`config.mk`:
```
export PLATFORM = sky130hd
export DESIGN_NAME = fetch_stage
export DESIGN_NICKNAME = d
export VERILOG_FILES = /design/src/rtl/fetch_stage.sv
export SDC_FILE = /design/constraint.sdc
export NUM_CORES = 1
export LEC_CHECK = 0
export CAP_MARGIN = 20
export CORE_AREA = 2 2 83 85
export CTS_BUF_LIST = sky130_fd_sc_hd__clkbuf_8
export DETAILED_ROUTE_END_ITERATION = 10
export DIE_AREA = 0 0 85 87
export GPL_ROUTABILITY_DRIVEN = 0
export SYNTH_ARGS = -nofsm -noshare
export SYNTH_HDL_FRONTEND = slang
export SYNTH_SLANG_ARGS = --single-unit
```
`constraint.sdc`:
```
create_clock -name Clk -period 2.7 [get_ports Clk]
set_input_delay 0.27 -clock Clk [delete_from_list [all_inputs] [get_ports Clk]]
set_output_delay 0.27 -clock Clk [all_outputs]
set_load 0.01 [all_outputs]
```
`src/rtl/fetch_stage.sv`:
```
// fetch_stage: instruction fetch into a 2-entry {pc, instr} buffer with IDLE/RUN/DRAIN/DONE control; FETCH_STALL_COUNT_EN adds a full-buffer stall counter
module fetch_stage #(
  parameter int IW = 9,
  parameter int AW = 8
) (
  input  logic          Clk,
  input  logic          Reset,
  input  logic          Start,
  input  logic [AW-1:0] PcIn,
  output logic          PcAdvance,
  output logic [AW-1:0] ImemAddr,
  input  logic [IW-1:0] ImemData,
  input  logic          Flush,
  output logic          InstrValid,
  output logic [IW-1:0] InstrOut,
  output logic [AW-1:0] PcOut,
  input  logic          DecodeReady,
  output logic          Done,
  output logic [15:0]   StallCount
);
  typedef enum logic [1:0] {ST_IDLE, ST_RUN, ST_DRAIN, ST_DONE} state_t;
  state_t state, state_nxt;
  logic [1:0] count, count_nxt;
  logic [AW+IW-1:0] e0, e1, entry;
  logic push, pop, start_acc;
  assign entry = {PcIn, ImemData};
  // Buffer handshakes and next state; Flush overrides every other event
  always_comb begin
    start_acc = Start && (state == ST_IDLE || state == ST_DONE);
    push = state == ST_RUN && count != 2'd2 && !Flush;
    pop = count != 2'd0 && DecodeReady && !Flush;
    count_nxt = Flush ? 2'd0 : count + 2'(push) - 2'(pop);
    state_nxt = start_acc ? ST_RUN :
                (state == ST_RUN && push && &ImemData) ? ST_DRAIN :
                state != ST_DRAIN ? state :
                Flush ? ST_RUN :
                count_nxt == 2'd0 ? ST_DONE : ST_DRAIN;
  end
  // State register
  always_ff @(posedge Clk or negedge Reset)
    if (!Reset) state <= ST_IDLE;
    else state <= state_nxt;
  // Shift-style buffer: e0 is always the head, e1 the second entry
  always_ff @(posedge Clk or negedge Reset)
    if (!Reset) begin
      count <= 2'd0;
      e0 <= '0;
      e1 <= '0;
    end else begin
      count <= count_nxt;
      if (push && (count == 2'd0 || pop)) e0 <= entry;
      else if (pop && count == 2'd2) e0 <= e1;
      if (push && count == 2'd1 && !pop) e1 <= entry;
    end
  assign PcAdvance = push;
  assign ImemAddr = PcIn;
  assign InstrValid = count != 2'd0;
  assign {PcOut, InstrOut} = e0;
  assign Done = state == ST_DONE;
`ifdef FETCH_STALL_COUNT_EN
  logic [15:0] stall;
  // Saturating count of RUN cycles that begin with a full buffer, cleared by an accepted Start
  always_ff @(posedge Clk or negedge Reset)
    if (!Reset) stall <= 16'd0;
    else if (start_acc) stall <= 16'd0;
    else if (state == ST_RUN && count == 2'd2 && stall != 16'hFFFF) stall <= stall + 16'd1;
  assign StallCount = stall;
`else
  assign StallCount = 16'd0;
`endif
endmodule

```
==> key figures, run 1 <==
Routing
  – Pre-antenna DRT Iters: 4
  – DR vias: approximately 1200
  – DRT iter0 DRCs: 19
  – ANT nets after route: 0
  – Final WL: 3742 um
  – DR vias/cell: approximately 4.4
  – WL per Instance: around 13 um
  – Remaining DRCs: 0

Final layout
  – Commonest non-fill, non-tap cell in the layout: clkdlybuf4s50_1
  – Share of cells above drive strength 1: between 15 and 20%
  – Nets: ~230
  – Most frequent cells in the layout: clkdlybuf4s50_1, dfrtp_1, a22o_1, a21o_1, conb_1
  – Ant diodes: 0
  – Synth-to-Final Area Change: 29.61%
  – Post-layout instance area: approximately 2500 sq um

CTS
  – Max H-tree Level: 2
  – Deepest clock path buffer count: 2
  – CTS Buf Count: 5
  – Total clock sinks: 38
  – Post-CTS setup buffer count: 0
  – Clk_lat worst skew: 0.28 ns
  – Clk root buf: clkbuf_8
  – CTS tree: built
  – CTS clk-pin slew, worst paths: roughly 0.07 ns
  – Hold_buf cts: 0
  – Post-cts gate resize count: 0

Yosys
  – Syn Inst Count: about 150
  – Ys Warns: 0
  – Synth top area share: 49.90%
  – Sequential area share after synthesis: about half
  – Synthesized area: around 1900 sq um
  – Synth Area in Simple Gates: between 4 and 5%
  – Flops & latches, synth: 38
  – Mux cell area share after synthesis: 12.02%
  – Largest family of logic cells by synthesized area: compound AO/OA/AOI/OAI gates
  – Cell taking the most area after synthesis: dfrtp_1
  – Adder-cell share of the synthesized area: between 3 and 4%
  – Synth Area in XOR/XNOR: 0.9192%
  – Top cells by area, synth: dfrtp_1, buf_4, mux2_4
  – Count of different cell masters after synthesis: 30
  – Mean Syn Cell Area: 12.37 sq um
  – Post-synthesis compound-gate area fraction: around 17%

Placed design
  – IO buf count: 49
  – Placed cell areas: 2360 sq um
  – Post-DP HPWL: about 2700 um

Min path
  – Hold crit path type: primary input to asynchronous set/reset pin

Timing
  – Max Slew Vio Count: 0
  – Slew headroom: between 40% and 50%
  – Minimum clock period: 2.372 ns
  – Setup TNS: 0 ns
  – Fmax: roughly 0.42 GHz
  – RSZ-0062 raised after global routing: no
  – Worst-Margin Slew: around 0.85 ns
  – Final setup vio count: 0
  – Final Hold Vio Count: 0
  – Clock Skews: between 0.003 and 0.004 ns
  – Final period util: 87.84%

Worst setup path
  – Flop-to-flop setup slack: roughly 0.33 ns
  – CP max stage cell: a21oi_2
  – Worst setup EP type: flop
  – CP peak stage delay: slightly below 0.7 ns
  – Crit start category: flop
  – CP bufs+invs: 1
  – Worst-path cell chain: or2_2 -> a21oi_2 -> nor2_1 -> buf_4 -> a21o_1
  – WP data required: about 2.9 ns
  – Arr. time, crit path: around 2.6 ns
  – Setup CP Type: flop to flop
  – CP top delay family: compound AO/OA/AOI/OAI gates
  – CP max FO: 18

Floorplan
  – Core Region: approximately 6600 sq um
  – Rows: 30
  – Initial cell density of the core: between 20% and 30%
  – Chip Width: 85 um
  – Die Area: about 7400 sq um
  – Io pins: 66
  – Die height: between 80 and 90 um

Pwr
  – VDD IR max: 362.4 uV
  – PD cells: about 1100 nW/um^2
  – Total leakage power: ~1.2 nW
  – Total Power: 2.639 mW

Global routing
  – Vias in the first global route: 1224
  – Total global routing overflow: 0
  – Global-route wire length before repair: between 6000 and 7000 um
  – Largest net degree at the start of global routing: 39
  – Initial antenna violation count: 0
  – Gr usage total: roughly a tenth

Run status
  – Outcome: finished clean

Job
  – Max_cap viols: 0
==> metal layers <==
layer	track usage [%]	vias to the layer above	part of all wire (%)
met5	0	-	0
met4	3.463	0	0.91
met3	3.318	4	5.4
met2	17.12	38	47
met1	13.79	603	46
li1	-	594	-
==> where the power goes <==
group,switching [mW],internal (mW)
Sequential,0.162,0.848
Clock,0.196,0.272
Combinational,0.468,0.693
==> worst reg2reg max path, cell delays in order, from the launching register on <==
cell and delay [ns]:
dfrtp_1 0.42, or2_2 0.35, a21oi_2 0.69, nor2_1 0.35
buf_4 0.28, a21o_1 0.18
==> area by class of cell <==
| class | instances | area (sq um) |
|---|---|---|
| Inverter | 5 | 18.77 |
| Fill cell | 660 | 4099 |
| Tap cell | 80 | 100.1 |
| Clock inverter | 3 | 41.29 |
| Multi-Input combinational cell | 97 | 782.0 |
| Sequential cell | 38 | 950.9 |
| Timing Repair Buffer | 52 | 508.0 |
| Clock buffer | 5 | 68.82 |
==> cell usage after synthesis <==
library cell and n:
a21oi_2 1, a21oi_1 2, a31oi_1 1, o31a_1 1, nand4_1 1, mux2_2 7
nor2b_1 1, a22o_1 17, xor2_1 1, inv_2 1, and3_1 2, nor3b_2 1
buf_4 24, a21o_1 17, clkbuf_1 1, nor2_1 4, xnor2_1 1, ha_1 5
buf_2 3, conb_1 1, a22oi_1 1, or4_1 1, nand2b_1 2, inv_1 4
nand2_1 3, buf_6 1, o21ai_0 1, mux2_4 10, or2_2 1, dfrtp_1 38
==> registers in the layout, summed over array words and instances (netlist names) <==
name and flops:
e1 17, count 2, e0 17, state 2
==> worst paths after layout <==
kind,endpoint,start,cells after the start
max,e0[8]$_DFFE_PN0P_,count[0]$_DFF_PN0_,5
min,e1[15]$_DFFE_PN0P_,Reset,1
max reg2reg,e0[8]$_DFFE_PN0P_,count[0]$_DFF_PN0_,5
min reg2reg,e0[9]$_DFFE_PN0P_,e0[9]$_DFFE_PN0P_,1
max in group asynchronous,e0[8]$_DFFE_PN0P_,Reset,1
min in group Clk,e0[9]$_DFFE_PN0P_,e0[9]$_DFFE_PN0P_,1
==> logic make-up (layout without fill, tap and decap cells) <==
group | after synthesis | after routing
AO/OA/AOI/OAI | 41 | 41
XOR/XNOR | 2 | 2
adder cells (fa/ha/maj) | 5 | 5
buffers and inverters | 34 | 65
flip-flops | 38 | 38
multiplexers | 17 | 17
other | 1 | 16
AND/OR/NAND/NOR | 16 | 16
==> per-stage QoR <==
stage	hold WS (ns)	worst slack, ns	util [%]	instances
2_1_floorplan	-0.02559	0.7510	-	169
3_5_place_dp	0.4293	0.1092	35.92	272
5_1_grt	0.1530	0.1006	37.60	280
6_report	0.08946	0.3282	37.60	280
4_1_cts	0.1100	0.2790	37.60	280
3_3_place_gp	0.4270	0.1691	35.92	272
Power figures use the tool's default switching activity.
==> run 2, diff against run 1 <==
Clock period 2.7 ns to 2.05 ns, I/O delays scaled along.
==> key figures, run 2 (synthesis results as in run 1) <==
CTS
  – Max H-tree Level: 2 (unchanged)
  – Total clock sinks: 38 (unchanged)
  – CTS Buf Count: 5 (unchanged)
  – Hold_buf cts: 0 (unchanged)
  – Clk root buf: clkbuf_8
  – CTS tree: built
  – Deepest clock path buffer count: 2 (unchanged)
  – Clk_lat worst skew: 0.28 ns (about the same)
  – CTS clk-pin slew, worst paths: 0.08 ns (about the same)

Worst setup path
  – R2r endpoint: state[0]$_DFFE_PN0P_
  – R2R Path Start: count[1]$_DFF_PN0_
  – Flop-to-flop setup slack: 0.15 ns (-0.18 ns)
  – R2R cell count: 9 (+4)
  – Critical Path Sink: state[0]$_DFFE_PN0P_
  – CP max stage cell: dfrtp_1
  – CP bufs+invs: 1 (unchanged)
  – Worst-path cell chain: or2_4 -> nor2b_2 -> ha_1 -> inv_1 -> ha_2 -> xor2_2 -> xnor2_2 -> a31oi_1 -> a21oi_1
  – WP data required: 2.26 ns (-0.62 ns)
  – Crit start category: flop
  – Worst setup startpoint: count[1]$_DFF_PN0_
  – Setup CP Type: flop to flop
  – CP max FO: 2 (-16)
  – Worst setup EP type: flop
  – CP top delay family: adder cells
  – CP peak stage delay: 0.38 ns (-0.31 ns)
  – Critical path depth in cells: 9 (+4)
  – Arr. time, crit path: 2.11 ns (-0.44 ns)

Placed design
  – Dpl ws: 0.01641 ns (-0.09276 ns)
  – Post-DP HPWL: 2659 um (-2.9%)
  – IO buf count: 49 (unchanged)

Global routing
  – Global-route wire length before repair: 6368 um (+3.2%)
  – Total global routing overflow: 0 (unchanged)
  – Gr usage total: 11.06% (+0.38 points)
  – Vias in the first global route: 1262 (+3.1%)
  – Initial antenna violation count: 0 (unchanged)
  – Largest net degree at the start of global routing: 39 (unchanged)

Floorplan
  – Die height: 87 um (unchanged)
  – Rows: 30 (unchanged)
  – Initial cell density of the core: 29.01% (unchanged)
  – Chip Width: 85 um (unchanged)
  – Io pins: 66 (unchanged)
  – Die Area: 7395 sq um (unchanged)
  – Core Region: 6569 sq um (unchanged)

Timing
  – Clock Skews: 0.004903 ns (+0.001145 ns)
  – Fmax: 0.5260 GHz (+25%)
  – Hold_ws: 0.02460 ns (-0.06485 ns)
  – Final setup vio count: 0 (unchanged)
  – Minimum clock period: 1.901 ns (-0.4705 ns)
  – Final Hold Vio Count: 0 (unchanged)
  – Slew headroom: 43.60% (+0.46 points)
  – Setup TNS: 0 ns (unchanged)
  – Max Slew Vio Count: 0 (unchanged)
  – Final Worst Setup Slack: 0.1487 ns (-0.1795 ns)
  – Worst-Margin Slew: 0.8460 ns (-0.006877 ns)
  – Final period util: 92.75% (+4.9 points)

Final layout
  – Layout Utilization: 38.80% (+1.2 points)
  – Nets: 231 (+2.2%)
  – Ant diodes: 0 (unchanged)
  – Synth-to-Final Area Change: 33.75%
  – Commonest non-fill, non-tap cell in the layout: clkdlybuf4s50_1
  – Biggest regs: e0 (17), e1 (17)
  – Most frequent cells in the layout: clkdlybuf4s50_1, dfrtp_1, a22o_1, a21o_1, conb_1
  – Share of cells above drive strength 1: 20.49% (+4.5 points)

Pwr
  – PD cells: 1417 nW/um^2 (+33%)
  – Part of the power in registers: 36.2% (-2.1 points)
  – Gate power share: 46.6% (+2.6 points)
  – Total leakage power: 1.261 nW (+3.6%)
  – Power share of the clock group: 17.2% (-0.5 points)
  – Switching component of the power: 1.129 mW (+37%)
  – Switching Share: 31.25% (-0.058 points)
  – Pint: 2.483 mW (+37%)
  – VDD IR max: 593.3 uV (+64%)
  – Total Power: 3.612 mW (+37%)

Routing
  – Pre-antenna DRT Iters: 3 (-1)
  – WL per Instance: 13.41 um (+0.37%)
  – DRT iter0 DRCs: 53 (+34)
  – DR vias: 1278 (+3.1%)
  – Remaining DRCs: 0 (unchanged)
  – Final WL: 3823 um (+2.2%)
  – ANT nets after route: 0 (unchanged)
  – DR vias/cell: 4.484 (+1.3%)

Run status
  – Outcome: finished clean

Job
  – Max_cap viols: 0 (unchanged)

Min path
  – Hold crit path type: primary input to asynchronous set/reset pin
run 2: cell types whose count changed in the layout (fill, tap and decap cells not counted), sizes merged:
cell	before	now
buf	4	9
clkdlybuf4s50	48	47
dlymetal6s2s	0	1
run 2: what timing repair did:
action | CTS | global route
resized for setup | 1 | 6
setup endpoints to repair | 1 | 2
setup buffers | 0 | 1
pin swaps | 0 | 5
run 2: per-stage QoR:
step / std cells / cell area [sq um]
after floorplan: 169 / 1962
after global placement: 276 / 2402
after detailed placement: 276 / 2402
after CTS: 284 / 2516
after global routing: 285 / 2549
final: 285 / 2549
run 2: worst min path at each step:
stage                               endpoint  slack (ns)  cells after the start
after floorplan           count[0]$_DFF_PN0_       -0.09                      0
after global placement    e0[15]$_DFFE_PN0P_        0.37                      1
after detailed placement  e1[15]$_DFFE_PN0P_        0.37                      1
after CTS                  e0[5]$_DFFE_PN0P_        0.05                      1
after global routing      e1[15]$_DFFE_PN0P_        0.10                      1
final                     e0[11]$_DFFE_PN0P_        0.02                      1
run 2: worst register-to-register path: cells and delay by family, from the launching register on:
kind | cells | cell delay [ns]
xor gates and xnor gates | 2 | 0.37
adders and majority gates | 2 | 0.45
buffers and inverters | 1 | 0.04
DFF | 1 | 0.38
AOI/OAI and AO/OA | 2 | 0.21
and+or+nand+nor | 2 | 0.40
run 2: power by group through the flow:
stage	Clock [mW]	Sequential (mW)	Combinational, mW
2_1_floorplan	0	1.38	0.897
3_3_place_gp	0	1.31	1.60
3_5_place_dp	0	1.32	1.63
4_1_cts	0.648	1.31	1.64
5_1_grt	0.682	1.36	1.83
6_report	0.621	1.31	1.68
run 2: routing by layer:
metal	routed length, um	track usage, %	up-vias
met3	193	3.507	2
met1	1698	13.86	633
met5	0	0	-
met2	1908	18.25	39
li1	-	-	604
met4	22	3.463	0
run 2: layout make-up:
type,instances,area [sq um]
multi-input cells,97,808.3
flip-flops and latches,38,950.9
fillers,658,4020
well taps,80,100.1
repair buffers,57,560.5
clock inverters,3,41.29
inverters,5,18.77
clock buffers,5,68.82
==> run 3, diff against run 2 <==
Settings changed: CORE_AREA 2 2 83 85 to 3 3 84 86, DIE_AREA 0 0 85 87 to 0 0 87 89.
==> key figures, run 3 (synthesis results as in run 1) <==
Final layout
  – Nets: 237 (+2.6%)
  – Post-layout instance area: 2545 sq um (-0.15%)
  – Share of cells above drive strength 1: 20.10% (-0.39 points)
  – Commonest non-fill, non-tap cell in the layout: clkdlybuf4s50_1
  – Biggest regs: e0 (17), e1 (17)
  – FILL cells: 627 (-4.7%)
  – Most frequent cells in the layout: clkdlybuf4s50_1, dfrtp_1, a22o_1, a21o_1, conb_1
  – Layout Utilization: 40.08% (+1.3 points)
  – Ant diodes: 0 (unchanged)
  – Post-route non-filler standard cell count: 286 (+0.35%)
  – Synth-to-Final Area Change: 33.55%

Routing
  – ANT nets after route: 0 (unchanged)
  – Final WL: 3966 um (+3.7%)
  – Pre-antenna DRT Iters: 4 (+1)
  – DR vias: 1302 (+1.9%)
  – Remaining DRCs: 0 (unchanged)
  – WL per Instance: 13.87 um (+3.4%)
  – DRT iter0 DRCs: 34 (-36%)
  – DR vias/cell: 4.552 (+1.5%)

Placed design
  – Placed cell areas: 2444 sq um (+1.7%)
  – Dpl ws: -0.03683 ns (-0.05324 ns)
  – DP Cell Count: 279 (+1.1%)
  – Post-DP HPWL: 2965 um (+12%)
  – IO buf count: 49 (unchanged)

CTS
  – Total clock sinks: 38 (unchanged)
  – Clk root buf: clkbuf_8
  – Post-CTS setup buffer count: 0 (unchanged)
  – Max H-tree Level: 2 (unchanged)
  – Clk_lat worst skew: 0.28 ns (about the same)
  – CTS tree: built
  – CTS clk-pin slew, worst paths: 0.07 ns (about the same)
  – CTS Buf Count: 5 (unchanged)
  – Deepest clock path buffer count: 2 (unchanged)

Global routing
  – Vias in the first global route: 1298 (+2.9%)
  – Initial antenna violation count: 0 (unchanged)
  – Largest net degree at the start of global routing: 26 (-33%)
  – Gr usage total: 10.88% (-0.18 points)
  – Global-route wire length before repair: 6458 um (+1.4%)
  – Total global routing overflow: 0 (unchanged)

Timing
  – Final setup vio count: 0 (unchanged)
  – Minimum clock period: 1.936 ns (+0.03439 ns)
  – Final Hold Vio Count: 0 (unchanged)
  – Clock Skews: 0.006500 ns (+0.001598 ns)
  – Final period util: 94.42% (+1.7 points)
  – Hold_ws: 0.4563 ns (+0.4317 ns)
  – Slew headroom: 62.20% (+19 points)
  – Setup TNS: 0 ns (unchanged)
  – RSZ-0062 raised after global routing: no
  – Max Slew Vio Count: 0 (unchanged)
  – Fmax: 0.5166 GHz (-1.8%)
  – Final Worst Setup Slack: 0.1143 ns (-0.03439 ns)
  – Worst-Margin Slew: 0.5671 ns (-0.2789 ns)

Floorplan
  – Chip Width: 87 um (+2.4%)
  – Rows: 29 (-3.3%)
  – Core Region: 6350 sq um (-3.3%)
  – Initial cell density of the core: 30.01% (+1.0 points)
  – Die Area: 7743 sq um (+4.7%)
  – Io pins: 66 (unchanged)
  – Die height: 89 um (+2.3%)

Worst setup path
  – Worst setup EP type: flop
  – CP peak stage delay: 0.38 ns (about the same)
  – Arr. time, crit path: 2.14 ns (+0.03 ns)
  – Setup CP Type: flop to flop
  – CP max FO: 3 (+1)
  – CP max stage cell: dfrtp_1
  – Critical path's most frequent cell: ha_1
  – Worst-path cell chain: or2_4 -> nor2b_1 -> ha_1 -> inv_1 -> ha_1 -> xor2_1 -> xnor2_1 -> a31oi_1 -> a21oi_1
  – WP data required: 2.26 ns (about the same)
  – Crit start category: flop

Pwr
  – Total leakage power: 1.275 nW (+1.1%)
  – VDD IR max: 455.8 uV (-23%)
  – Total Power: 3.462 mW (-4.1%)
  – PD cells: 1361 nW/um^2 (-4.0%)

Min path
  – Hold crit path type: primary input to asynchronous set/reset pin

Run status
  – Outcome: finished clean

Job
  – Max_cap viols: 0 (unchanged)
==> run 3: what timing repair did <==
| action | 4_1_cts | 5_1_grt |
|---|---|---|
| gates resized for setup | 1 | 2 |
| pin swaps | 0 | 2 |
| setup endpoints to repair | 1 | 2 |
| hold buffers | 1 | 0 |
| hold endpoints to repair | 23 | 0 |
==> run 3: worst max-delay path, delay by kind of cell, from the launching register on <==
family	cells	cell delay, ns
AOI/OAI and AO/OA	2	0.23
adders and majority gates	2	0.44
buffers and inverters	1	0.03
xor gates and xnor gates	2	0.38
DFF	1	0.38
and+or+nand+nor	2	0.40
==> run 3: metal layers <==
layer / share of wire [%] / GRT usage, % / routed length, um / vias up
met5: 0 / 0 / 0 / -
met4: 0.58 / 3.824 / 23 / 0
met3: 6.9 / 3.226 / 274 / 2
met2: 46 / 17.32 / 1841 / 43
met1: 46 / 14.10 / 1826 / 642
li1: - / - / - / 615
==> run 3: final cells by class <==
class / count / area [sq um] / share of cell area [%]
multi-input combinational: 97 / 788.3 / 30.97
clock buffer: 6 / 82.58 / 3.245
inverter: 5 / 18.77 / 0.7375
sequential: 38 / 950.9 / 37.36
tap: 77 / 96.34 / 3.786
timing repair buffer: 63 / 608.1 / 23.89
==> run 3: final timing paths <==
| path | cells past startpoint | slack (ns) | endpoint | start |
|---|---|---|---|---|
| max | 9 | 0.11 | state[0]$_DFFE_PN0P_ | count[0]$_DFF_PN0_ |
| min | 2 | 0.46 | e0[10]$_DFFE_PN0P_ | Reset |
| max reg2reg | 9 | 0.11 | state[0]$_DFFE_PN0P_ | count[0]$_DFF_PN0_ |
| min reg2reg | 1 | 0.48 | e0[14]$_DFFE_PN0P_ | e0[14]$_DFFE_PN0P_ |
| max in group asynchronous | 3 | 1.05 | e1[2]$_DFFE_PN0P_ | Reset |
| min in group Clk | 1 | 0.48 | e0[14]$_DFFE_PN0P_ | e0[14]$_DFFE_PN0P_ |
==> run 3: report_power, final <==
group	total (mW)	switching, mW	internal [mW]
Sequential	1.31	0.188	1.12
Clock	0.494	0.234	0.259
Combinational	1.66	0.661	1.00
